**src/rtl/pmix_pkg.sv**
```systemverilog
// Shared definitions for the phase-mixer rotator: default parameters, the
// slew FSM state type and the modular phase arithmetic helpers used by both
// the slew controller and the tap-select logic.
package pmix_pkg;

   localparam int DEF_NUM_PHASES = 360;
   localparam int DEF_CODE_W     = 9;
   localparam int DEF_NUM_CH     = 2;
   localparam int DEF_SLEW_DIV   = 1;

   typedef enum logic {
      IDLE = 1'b0,
      SLEW = 1'b1
   } slew_state_t;

   // (a + b) mod n for operands already in [0, n). Evaluated on int so the
   // intermediate sum never overflows the code width.
   function automatic int phase_add(input int a, input int b, input int n);
      int s;
      s = a + b;
      if (s >= n) begin
         s = s - n;
      end
      return s;
   endfunction

   // Direction of the shortest move from cur to tgt on an n-point circle:
   // +1 to increment, -1 to decrement. The half-circle tie increments.
   function automatic int phase_dir(input int cur, input int tgt, input int n);
      int d;
      d = tgt - cur;
      if (d < 0) begin
         d = d + n;
      end
      return (d <= n / 2) ? 1 : -1;
   endfunction

endpackage

```
**src/rtl/pmix_slew_ctrl.sv**
```systemverilog
// Slew controller: accepts a target phase code over a valid/ready handshake,
// flags out-of-range codes, and walks code_cur one step at a time toward the
// target along the shortest path around the phase circle.
//
// Handshake: a target transfers on a clk edge where code_valid && code_ready.
// code_ready is high exactly while the FSM is IDLE; offers made while busy are
// dropped, not queued. An out-of-range code still transfers (it is consumed)
// but leaves the target untouched and raises code_err for one cycle.
//
// Build option PMIX_GLITCH_GUARD_EN: when defined, a due step is held off
// until the top level reports (step_ok) that the current and next selected
// taps carry the same level, so a step can never shorten an output pulse.
module pmix_slew_ctrl
   import pmix_pkg::*;
#(
   parameter int NUM_PHASES = DEF_NUM_PHASES,
   parameter int CODE_W     = DEF_CODE_W,
   parameter int SLEW_DIV   = DEF_SLEW_DIV
) (
   input  logic              clk,
   input  logic              rst_n,
`ifdef PMIX_GLITCH_GUARD_EN
   input  logic              step_ok,
   output logic [CODE_W-1:0] code_step,
`endif
   input  logic [CODE_W-1:0] code,
   input  logic              code_valid,
   output logic              code_ready,
   output logic              code_err,
   output logic [CODE_W-1:0] code_cur,
   output logic              busy,
   output logic              state_dbg
);

   localparam int CNT_W = (SLEW_DIV > 1) ? $clog2(SLEW_DIV) : 1;
   localparam logic [CNT_W-1:0] CNT_LAST = CNT_W'(SLEW_DIV - 1);

   slew_state_t       state_q, state_d;
   logic [CODE_W-1:0] target_q, target_d;
   logic [CODE_W-1:0] cur_q, cur_d;
   logic [CNT_W-1:0]  cnt_q, cnt_d;
   logic [CODE_W-1:0] step_code;
   logic              err_q, err_d;
   logic              accept;
   logic              in_range;
   logic              guard_pass;

   assign code_ready = (state_q == IDLE);
   assign busy       = (state_q == SLEW);
   assign code_cur   = cur_q;
   assign code_err   = err_q;
   assign state_dbg  = state_q;

   assign accept   = code_valid && code_ready;
   assign in_range = ({1'b0, code} < (CODE_W + 1)'(NUM_PHASES));
   assign err_d    = accept && !in_range;

`ifdef PMIX_GLITCH_GUARD_EN
   assign code_step  = step_code;
   assign guard_pass = step_ok;
`else
   assign guard_pass = 1'b1;
`endif

   // The code code_cur would take on the next step: one position toward the
   // target along the shorter arc, wrapping at both ends of the circle.
   always_comb begin
      step_code = cur_q;
      if (phase_dir(int'(cur_q), int'(target_q), NUM_PHASES) > 0) begin
         step_code = CODE_W'(phase_add(int'(cur_q), 1, NUM_PHASES));
      end else begin
         step_code = CODE_W'(phase_add(int'(cur_q), NUM_PHASES - 1, NUM_PHASES));
      end
   end

   // Next-state logic: accept targets in IDLE, pace steps with the divider in
   // SLEW, and drop back to IDLE on the step that lands on the target.
   always_comb begin
      state_d  = state_q;
      target_d = target_q;
      cur_d    = cur_q;
      cnt_d    = cnt_q;
      case (state_q)
         IDLE: begin
            if (accept && in_range) begin
               target_d = code;
               if (code != cur_q) begin
                  state_d = SLEW;
                  cnt_d   = '0;
               end
            end
         end
         SLEW: begin
            if (cnt_q == CNT_LAST) begin
               // A due step that the guard blocks keeps the counter parked at
               // its last value so the step retries on the following cycle.
               if (guard_pass) begin
                  cur_d = step_code;
                  cnt_d = '0;
                  if (step_code == target_q) begin
                     state_d = IDLE;
                  end
               end
            end else begin
               cnt_d = cnt_q + 1'b1;
            end
         end
         default: begin
            state_d = IDLE;
         end
      endcase
   end

   // State register; reset abandons any target in flight.
   always_ff @(posedge clk or negedge rst_n) begin
      if (!rst_n) begin
         state_q  <= IDLE;
         target_q <= '0;
         cur_q    <= '0;
         cnt_q    <= '0;
         err_q    <= 1'b0;
      end else begin
         state_q  <= state_d;
         target_q <= target_d;
         cur_q    <= cur_d;
         cnt_q    <= cnt_d;
         err_q    <= err_d;
      end
   end

endmodule

```
**src/rtl/pmix_phase_rotator.sv**
```systemverilog
// Phase rotator top level: oversamples clk_in through a NUM_PHASES-deep tap
// line clocked by clk and drives NUM_CH equally spaced phase outputs, each a
// registered pick of one tap. The pick follows code_cur from the slew
// controller, so all channels rotate together one tap per step.
//
// Latency from a clk_in change to pmix_clk[k] is sel_k + 2 clk cycles: one to
// sample into tap[0], sel_k to reach the selected tap, one output register.
//
// Build option PMIX_GLITCH_GUARD_EN: when defined, the rotator only lets the
// controller step when the current and next channel-0 taps are equal.
module pmix_phase_rotator
   import pmix_pkg::*;
#(
   parameter int NUM_PHASES = DEF_NUM_PHASES,
   parameter int CODE_W     = DEF_CODE_W,
   parameter int NUM_CH     = DEF_NUM_CH,
   parameter int SLEW_DIV   = DEF_SLEW_DIV
) (
   input  logic              clk,
   input  logic              rst_n,
   input  logic              clk_in,
   input  logic [CODE_W-1:0] code,
   input  logic              code_valid,
   output logic              code_ready,
   output logic              code_err,
   output logic [CODE_W-1:0] code_cur,
   output logic              busy,
   output logic [NUM_CH-1:0] pmix_clk,
   output logic [NUM_CH-1:0] pmix_clk_n,
   output logic              slew_state
);

   localparam int SPACING = NUM_PHASES / NUM_CH;

   logic [NUM_PHASES-1:0] tap_q;
   logic [CODE_W-1:0]     sel [NUM_CH];
   logic [NUM_CH-1:0]     pmix_q;

`ifdef PMIX_GLITCH_GUARD_EN
   logic [CODE_W-1:0] code_step;
   logic              step_ok;

   // A step is harmless when both taps it moves between hold the same level.
   assign step_ok = (tap_q[sel[0]] == tap_q[code_step]);
`endif

   pmix_slew_ctrl #(
      .NUM_PHASES (NUM_PHASES),
      .CODE_W     (CODE_W),
      .SLEW_DIV   (SLEW_DIV)
   ) u_slew_ctrl (
      .clk        (clk),
      .rst_n      (rst_n),
`ifdef PMIX_GLITCH_GUARD_EN
      .step_ok    (step_ok),
      .code_step  (code_step),
`endif
      .code       (code),
      .code_valid (code_valid),
      .code_ready (code_ready),
      .code_err   (code_err),
      .code_cur   (code_cur),
      .busy       (busy),
      .state_dbg  (slew_state)
   );

   // Tap line: tap[0] samples clk_in, every later tap is one clk older.
   always_ff @(posedge clk or negedge rst_n) begin
      if (!rst_n) begin
         tap_q <= '0;
      end else begin
         tap_q <= {tap_q[NUM_PHASES-2:0], clk_in};
      end
   end

   // Per-channel tap index: code_cur plus the fixed channel offset, modulo
   // the circle length.
   always_comb begin
      for (int k = 0; k < NUM_CH; k++) begin
         sel[k] = CODE_W'(phase_add(int'(code_cur), k * SPACING, NUM_PHASES));
      end
   end

   // Output registers: each channel re-times its selected tap.
   always_ff @(posedge clk or negedge rst_n) begin
      if (!rst_n) begin
         pmix_q <= '0;
      end else begin
         for (int k = 0; k < NUM_CH; k++) begin
            pmix_q[k] <= tap_q[sel[k]];
         end
      end
   end

   assign pmix_clk   = pmix_q;
   assign pmix_clk_n = ~pmix_q;

endmodule

```
**config.mk**
```make
export PLATFORM = sky130hd
export DESIGN_NAME = pmix_phase_rotator
export DESIGN_NICKNAME = d
export VERILOG_FILES = /design/src/rtl/pmix_pkg.sv /design/src/rtl/pmix_slew_ctrl.sv /design/src/rtl/pmix_phase_rotator.sv
export SDC_FILE = /design/constraint.sdc
export NUM_CORES = 1
export LEC_CHECK = 0
export CORE_ASPECT_RATIO = 0.6
export CORE_MARGIN = 5
export CORE_UTILIZATION = 45
export DETAILED_ROUTE_END_ITERATION = 6
export DONT_BUFFER_PORTS = 1
export PLACE_DENSITY = 0.65
export SLEW_MARGIN = 5
export SYNTH_ARGS = -nofsm -noshare
export SYNTH_HDL_FRONTEND = slang
export SYNTH_HIERARCHICAL = 1
export SYNTH_SLANG_ARGS = --single-unit
```
**constraint.sdc**
```tcl
create_clock -name clk -period 9.1 [get_ports clk]
set_input_delay 2.73 -clock clk [delete_from_list [all_inputs] [get_ports clk]]
set_output_delay 2.73 -clock clk [all_outputs]
set_load 0.01 [all_outputs]
```
* Word-level counts from Yosys, hierarchy flattened *
Index checks and enable logic that the tools add are counted.

cells by class
  add/sub/neg operators = 10
  $lt $le $gt $ge = 10
  equality and inequality tests = 4
  muxes and demuxes = 20
  bitwise logic cells = 3
  reductions and logical operators = 7

operator list
  cell                    number
  $mux 32                 2
  $mux 9                  5
  $sub 9x9->9 const B     4
  $add 32x10->32 const B  1
  $gt 32x1->1 const B     1
  $le 32x9->1 const B     1
  $lt 32x1->1 const B     1
  $ge 10x9->1 const B     3
  $lt 9x10->1 const B     2
  $bmux 1 s9              2
  $add 9x1->10 const B    1
  $add 9x8->10 const B    1
  $add 9x9->10 const B    1
  $sub 9x9->10            1
  $eq 9x9->1              1
  $ge 9x9->1 const B      1
  $lt 9x9->1 const B      1
  $mux 1                  9
  $ne 9x9->1              1
  $reduce_and 2->1        3
  $ne 2x2->1 const B      2
  $pmux 1 s2              2
  $logic_and 1x1->1       3
  $not 1->1               2
  other kinds (3)         3

storage, ports and cells
  bits in registers = 383
  bits of input ports = 13
  output and inout bits = 17
  word-level logic and storage cells = 61

* Depth between registers and ports, before layout *
Gate-level depths: netlist (run 1).

  depth in word-level cells = 11
  depth in mapped cells = 18

* Cells and area by module *
The synthesis (run 1) kept the hierarchy.

by module, submodules not included
  module              instances  cells an instance  area an instance (um^2)  seq. area each (um^2)
  pmix_phase_rotator  1          751                13733.2                  9058.7
  pmix_slew_ctrl      1          327                2611.3                   500.5

* Worst setup path before layout (run 1) *
OpenSTA, ideal clock, no wires.

  path kind = input -> register
  start = input code[3]
  end = register u_slew_ctrl.state_q (netlist: u_slew_ctrl/busy)
  arrival = 4368 ps
  data required time = 9016 ps
  setup slack = 4649 ps
  stages on the path = 9
  cell sequence = o211a_1 -> o21ai_0 -> nand3_1 -> a41oi_1 -> nor2_1 -> o2111ai_1 -> a2111oi_0 -> mux2_2 -> a41oi_2

between the ends
  longest elaborated chain between the ends = 4
  elaborated cells on any way between the ends = 6

RTL lines
  what                                                RTL line                                    RTL
  start, declared                                     pmix_phase_rotator.sv:22                    input logic [CODE_W-1:0] code,
  $lt 9x9->1 / $ne 9x9->1 (equally long branches)     pmix_slew_ctrl.sv:55, pmix_slew_ctrl.sv:87
  $logic_and 1x1->1 / $mux 1 (equally long branches)  pmix_slew_ctrl.sv:85, pmix_slew_ctrl.sv:87
  $mux 1 *                                            pmix_slew_ctrl.sv:85                        if (accept && in_range) begin
  $pmux 1 s2 *                                        pmix_slew_ctrl.sv:83                        case (state_q)
  named net u_slew_ctrl.state_d                       pmix_slew_ctrl.sv:38                        slew_state_t state_q, state_d;
  end signal, assigned                                pmix_slew_ctrl.sv:123                       state_q <= state_d;
  end, declared                                       pmix_slew_ctrl.sv:38

Mark *: on every way through the listed nets, which the timed path passes. The rest lies on a longest branch.
A chain may end at the register's enable or synchronous reset.

* Final worst setup path (run 1) *
  start = register u_slew_ctrl.cur_q[1] (netlist: u_slew_ctrl/code_cur[1])
  end = output code_cur[1]

RTL lines
  what                    RTL line                  RTL
  start, declared         pmix_slew_ctrl.sv:40      logic [CODE_W-1:0] cur_q, cur_d;
  start signal, assigned  pmix_slew_ctrl.sv:125     cur_q <= cur_d;
  end, declared           pmix_phase_rotator.sv:26  output logic [CODE_W-1:0] code_cur,

No word-level cell between the ends.

==> impl_metrics.yaml, run 1 <==
critical_path:
  critical_path_class: "reg -> out"
  end_kind: "output port"
  crit_start: "u_slew_ctrl/code_cur[1]"
  crit_slowest_cell: "dfrtp_4"
  path_buf_inv: 1
  cp_slowest_stage_delay_ns: 0.94
  reg2reg_slack_ns: 4.21
  cpLargestDelayFamily: "flip-flops"
  crit-reg2reg-launch: "u_slew_ctrl/code_cur[2]"
  critPathMaxFanout: 53
  cp_data_arrival_time_ns: 2.20
  startpoint_type: "register"
  path_cells: "buf_4"
  crit_required_ns: 6.37
sta:
  rsz0062_at_grt: "false"
  timing.fmax_mhz: 203
  fin_hold_ws_ns: 0.363
  setup_viol: 0
  tns_ns: 0
  max_slew.worst_pin.slew_ns: 1.39
  relSlewSlack_pct: 7.15
  finClkSkew_ns: 0.0195
  final_max_slew_viol_count: 0
  hold_viol_final: 0
  period_needed_ns: 4.93
  period_share_pct: 54.1
  layout_setup_ws_ns: 4.17
job:
  drv_cap: 0
detailed_routing:
  wl_um: 34200
  vias_per_cell: 5.89
  route.vias.total: 9235
  wl_per_cell_um: 21.8
  drtPass1Iterations: 5
  drc_errors: 0
  ant_nets: 0
  drtIter0Drc: 1037
cts:
  cts_buffer_depth: 3
  clk_latency_ns: 0.53
  path_clk_slew_ns: 0.07
  holdBufCountCts: 0
  tritoncts: "built"
  cts-resized-gates: 0
  root_buffer: "clkbuf_16"
  clkSinkCount: 382
  post_cts_buffers: 0
  numCtsBuffers: 34
  htree_levels: 2
floorplanning:
  die_h_um: 158
  die_w_um: 256
  core_sq_mm: 0.0361
  dieArea_sq_mm: 0.0404
  num_rows: 54
  start_util_pct: 45.3
  num_io_pins: 30
synth:
  syn_inst: 1078
  async_flop_share_pct: 100
  yosys.area.top_type_share_pct: 58.5
  yosysSeqAreaShare_pct: 58.5
  synth_edf_count: 0
  synthTopCellsByArea: "dfrtp_1 (58%), mux4_2 (15%), mux2i_1 (3.5%)"
  netlist_area_sq_mm: 0.0163
  synth.ff_latch_count: 382
  yosysWarnings: 6
  synth_flop_cell: "dfrtp_1"
  synth_largest_area_cell: "dfrtp_1"
  syn_nets: 1111
  syn_area_per_cell_sq_um: 15.2
  ys_types: 95
hold_path:
  hp-class: "reg -> reg"
  hp-start: "tap_q[262]"
layout:
  drive_above_1_share_pct: 21.0
  nets: 1099
  layoutNonFillerInstCount: 1567
  nFillCells: 3014
  num_antenna_cells: 0
  syn2layout_area_growth_pct: 9.19
place:
  place_inst: 1506
  place_ws_ns: 4.24
  place_congestion: 0.894
  hpwl_um: 21900
  port_buffers: 0
power_and_ir_drop:
  total_leakage_power_nw: 8.09
  p_per_area_mw_per_mm2: 392
  ir_worst_vdd_mv: 0.283
global_routing:
  antenna_found_initial: 0
  grt_max_degree: 383
  grt_usage_pct: 17.2
  grt_pass1_vias: 9001
  grt_pass1_wl_um: 55100
  grt_remaining_overflow: 0
status:
  status: "finished, final reports clean"
-- routing by layer --
| layer | track usage, % | vias up | wire length (um) |
|---|---|---|---|
| met5 | 0 | - | 0 |
| met4 | 3.31 | 0 | 498 |
| met3 | 4.24 | 38 | 2570 |
| met2 | 21.8 | 321 | 13400 |
| met1 | 29.4 | 4843 | 17700 |
| li1 | - | 4033 | - |
-- cell usage after synthesis (5+ instances only) --
master and instances:
a211oi_1 7, a21o_1 6, a21oi_1 35, a31oi_1 7, buf_2 18, buf_4 7
buf_6 7, clkbuf_1 26, dfrtp_1 382, ha_1 20, inv_1 28, mux2_2 14
mux2i_1 57, mux4_2 111, nand2_1 50, nand2b_1 8, nand3_1 21, nand4_1 8
nor2_1 36, nor3_1 14, nor4_1 5, o211ai_1 7, o21a_1 5, o21ai_0 19
o21ai_1 5, o31ai_1 5, xnor2_1 36, xor2_1 14
-- through the flow --
| step | instance area (sq um) | utilization (%) | power, mW |
|---|---|---|---|
| 2_1_floorplan | 16300 | - | 4.85 |
| 3_3_place_gp | 16700 | 46.4 | 5.49 |
| 3_5_place_dp | 16700 | 46.4 | 5.52 |
| 4_1_cts | 17800 | 49.5 | 7.00 |
| 5_1_grt | 17800 | 49.5 | 7.41 |
| 6_report | 17800 | 49.5 | 6.99 |
-- registers in the layout (all words and copies together) (netlist names) --
signal / cells
pmix_clk: 2
u_slew_ctrl/code_err: 1
tap_q: 360
u_slew_ctrl/target_q: 9
u_slew_ctrl/busy: 1
u_slew_ctrl/code_cur: 9
-- worst register-to-register path, delay by kind of cell (launching register included) --
family,cells,cell delay [ns]
compound gates,5,1.39
xor+xnor,2,0.64
fa+ha+maj,2,0.72
buf+inv,3,0.94
flops,1,0.36
mux,2,0.59
simple gates,1,0.12
-- area by class of cell --
class / instances / area (sq um) / share of cell area (%)
Inverter: 30 / 113 / 0.631
Multi-Input combinational cell: 604 / 6340 / 35.5
Clock buffer: 45 / 933 / 5.23
Sequential cell: 382 / 9570 / 53.6
Tap cell: 476 / 596 / 3.34
Clock inverter: 16 / 190 / 1.07
Timing Repair Buffer: 14 / 105 / 0.589
-- placed cells by master (no fill, tap or decap), drive strengths merged, types with 12 or more instances in the layout --
cell type  count
nor2          36
inv           29
xor2          15
a21oi         39
ha            20
o21ai         27
mux4         115
clkbuf        45
buf           14
nand2         50
clkinv        12
dfrtp        382
mux2i         58
nor3          16
mux2          19
xnor2         37
nand3         21
-- cell families (layout without fill, tap and decap cells) --
group	count (synthesis)	in the layout	share of synthesized area, %
buffers and inverters	92	105	2.83
XOR/XNOR	55	55	3.36
AO/OA/AOI/OAI	164	164	7.62
multiplexers	192	192	20.9
flip-flops	382	382	58.5
adder cells (fa/ha/maj)	20	20	1.53
AND/OR/NAND/NOR	173	173	5.28
-- path summary, 6_finish.rpt --
check / endpoint / cells after the start
max in group asynchronous: tap_q[202] / 0
min in group asynchronous: tap_q[102] / 0
worst min-delay path: tap_q[263] / 0
worst max register to register: u_slew_ctrl/busy / 15
worst max-delay path: code_cur[1] / 1
worst min register to register: tap_q[263] / 0
-- report_power, final --
part	switching, mW	leakage, nW	internal (mW)	total [mW]
Combinational	2.11	2.36	1.51	3.62
Sequential	0.158	5.18	1.77	1.93
Clock	0.629	0.547	0.818	1.45
Note: power is estimated with default switching activity, not from simulation.
==> inputs of run 2 (changes only) <==
--- a/config.mk
+++ b/config.mk
@@ -10,7 +10,7 @@
 export CORE_UTILIZATION = 45
 export DETAILED_ROUTE_END_ITERATION = 6
 export DONT_BUFFER_PORTS = 1
-export PLACE_DENSITY = 0.65
+export PLACE_DENSITY = 0.67
 export SLEW_MARGIN = 5
 export SYNTH_ARGS = -nofsm -noshare
 export SYNTH_HDL_FRONTEND = slang
==> constraint.sdc (replaced) <==
create_clock -name clk -period 4 [get_ports clk]
set_input_delay 1.2 -clock clk [delete_from_list [all_inputs] [get_ports clk]]
set_output_delay 1.2 -clock clk [all_outputs]
set_load 0.01 [all_outputs]
==> impl_metrics.yaml, run 2 (synthesis gave the netlist of run 1 again) <==
global_routing:
  grt_usage_pct: 17.9
  grt_remaining_overflow: 0
  grt_pass1_wl_um: 57300
  antenna_found_initial: 0
  grt_pass1_vias: 9500
  grt_max_degree: 383
cts:
  holdBufCountCts: 0
  root_buffer: "clkbuf_16"
  clk_latency_ns: 0.54
  numCtsBuffers: 35
  clkSinkCount: 382
  htree_levels: 2
  tritoncts: "built"
  cts-resized-gates: 0
  post_cts_buffers: 0
  cts_buffer_depth: 3
  path_clk_slew_ns: 0.06
sta:
  hold_viol_final: 0
  period_share_pct: 97.1
  max_slew.worst_pin.slew_ns: 1.02
  period_needed_ns: 3.88
  setup_viol: 0
  timing.fmax_mhz: 257
  final_max_slew_viol_count: 0
  finClkSkew_ns: 0.0201
  relSlewSlack_pct: 31.7
  rsz0062_at_grt: "true"
critical_path:
  cp_data_arrival_time_ns: 4.28
  critPathMaxFanout: 8
  critical_path_class: "reg -> reg"
  crit-reg2reg-launch: "u_slew_ctrl/code_cur[1]"
  end_kind: "register"
  crit_start: "u_slew_ctrl/code_cur[1]"
  startpoint_type: "register"
  crit_required_ns: 4.39
layout:
  largest_register_ffs: 360
  syn2layout_area_growth_pct: 10.8
  num_antenna_cells: 0
  final_cell_mix: "dfrtp_1 (379), mux4_2 (111), mux2i_1 (57)"
  regMostFlops: "tap_q"
  drive_above_1_share_pct: 23.1
  nFillCells: 3006
  nets: 1124
  mostFrequentLayoutCell: "dfrtp_1"
  layoutNonFillerInstCount: 1589
floorplanning:
  die_h_um: 158
  start_util_pct: 45.3
  num_rows: 54
  num_io_pins: 30
  dieArea_sq_mm: 0.0404
  core_sq_mm: 0.0361
  die_w_um: 256
hold_path:
  hp-class: "reg -> reg"
  hp-start: "tap_q[250]"
detailed_routing:
  ant_nets: 0
  drc_errors: 0
  drtIter0Drc: 1036
  drtPass1Iterations: 5
  wl_per_cell_um: 22.3
  vias_per_cell: 5.89
  wl_um: 35500
  route.vias.total: 9360
status:
  status: "finished, final reports clean"
place:
  place_inst: 1530
  port_buffers: 0
  place_congestion: 0.881
  hpwl_um: 23000
job:
  drv_cap: 0
power_and_ir_drop:
  ir_worst_vdd_mv: 0.586
  p_total_mw: 16.5
  p_per_area_mw_per_mm2: 909
  total_leakage_power_nw: 8.22
[run 2: changes by cell type in the layout (fill, tap and decap cells not counted), sizes merged]
cell,before,now
clkinv,12,4
buf,14,38
inv,29,30
clkbuf,45,50
[run 2: metrics by stage]
stage / TNS [ns] / worst slack, ns / util [%] / area, sq um / hold slack [ns]
detailed placement: 0 / 0.156 / 47.0 / 16900 / 0.355
finish: 0 / 0.115 / 50.2 / 18100 / 0.358
floorplan: 0 / 0.0223 / - / 16400 / 0.349
CTS: 0 / 0.119 / 50.1 / 18100 / 0.358
global route: -0.0169 / -0.0169 / 50.2 / 18100 / 0.370
global placement: 0 / 0.204 / 47.0 / 16900 / 0.350
[run 2: final cells by class]
type                            instances  area (sq um)  share of cell area [%]
Inverter                               30           113                   0.622
Sequential cell                       382          9570                    52.8
Timing Repair Buffer                   38           318                    1.75
Multi-Input combinational cell        604          6370                    35.2
Tap cell                              476           596                    3.29
Clock inverter                          9           151                   0.836
Clock buffer                           50           992                    5.48
[run 2: path summary, 6_finish.rpt]
| check | endpoint | slack [ns] | cells past startpoint |
|---|---|---|---|
| worst max register to register | u_slew_ctrl/busy | 0.12 | 14 |
| max in group asynchronous | tap_q[196] | 2.79 | 0 |
| worst min register to register | tap_q[251] | 0.36 | 0 |
| min in group asynchronous | tap_q[91] | 0.40 | 0 |
| worst max-delay path | u_slew_ctrl/busy | 0.12 | 14 |
| worst min-delay path | tap_q[251] | 0.36 | 0 |
[run 2: where the power goes]
part	total (mW)	leakage (nW)	switching [mW]	internal (mW)
registers	4.21	5.18	0.177	4.03
logic	8.89	2.49	5.19	3.70
clock network	3.37	0.550	1.43	1.93
total	16.5	8.22	6.80	9.67
[run 2: layer usage]
metal,vias up,track usage [%],routed length [um]
li1,4075,-,-
met1,4914,30.1,18500
met2,312,23.1,13900
met3,59,4.65,2580
met4,0,3.65,551
met5,-,0,0
[run 2: critical path, stage by stage, from the launching register on]
cell	delay, ns
dfrtp_4	0.48
inv_1	0.08
ha_1	0.26
nor2_1	0.26
a21oi_2	0.12
xnor2_2	0.29
inv_1	0.08
ha_1	0.26
a2111o_1	0.41
mux2_4	0.32
o2111a_1	0.14
o32a_2	0.44
mux2i_1	0.29
xnor2_1	0.19
a41oi_2	0.12
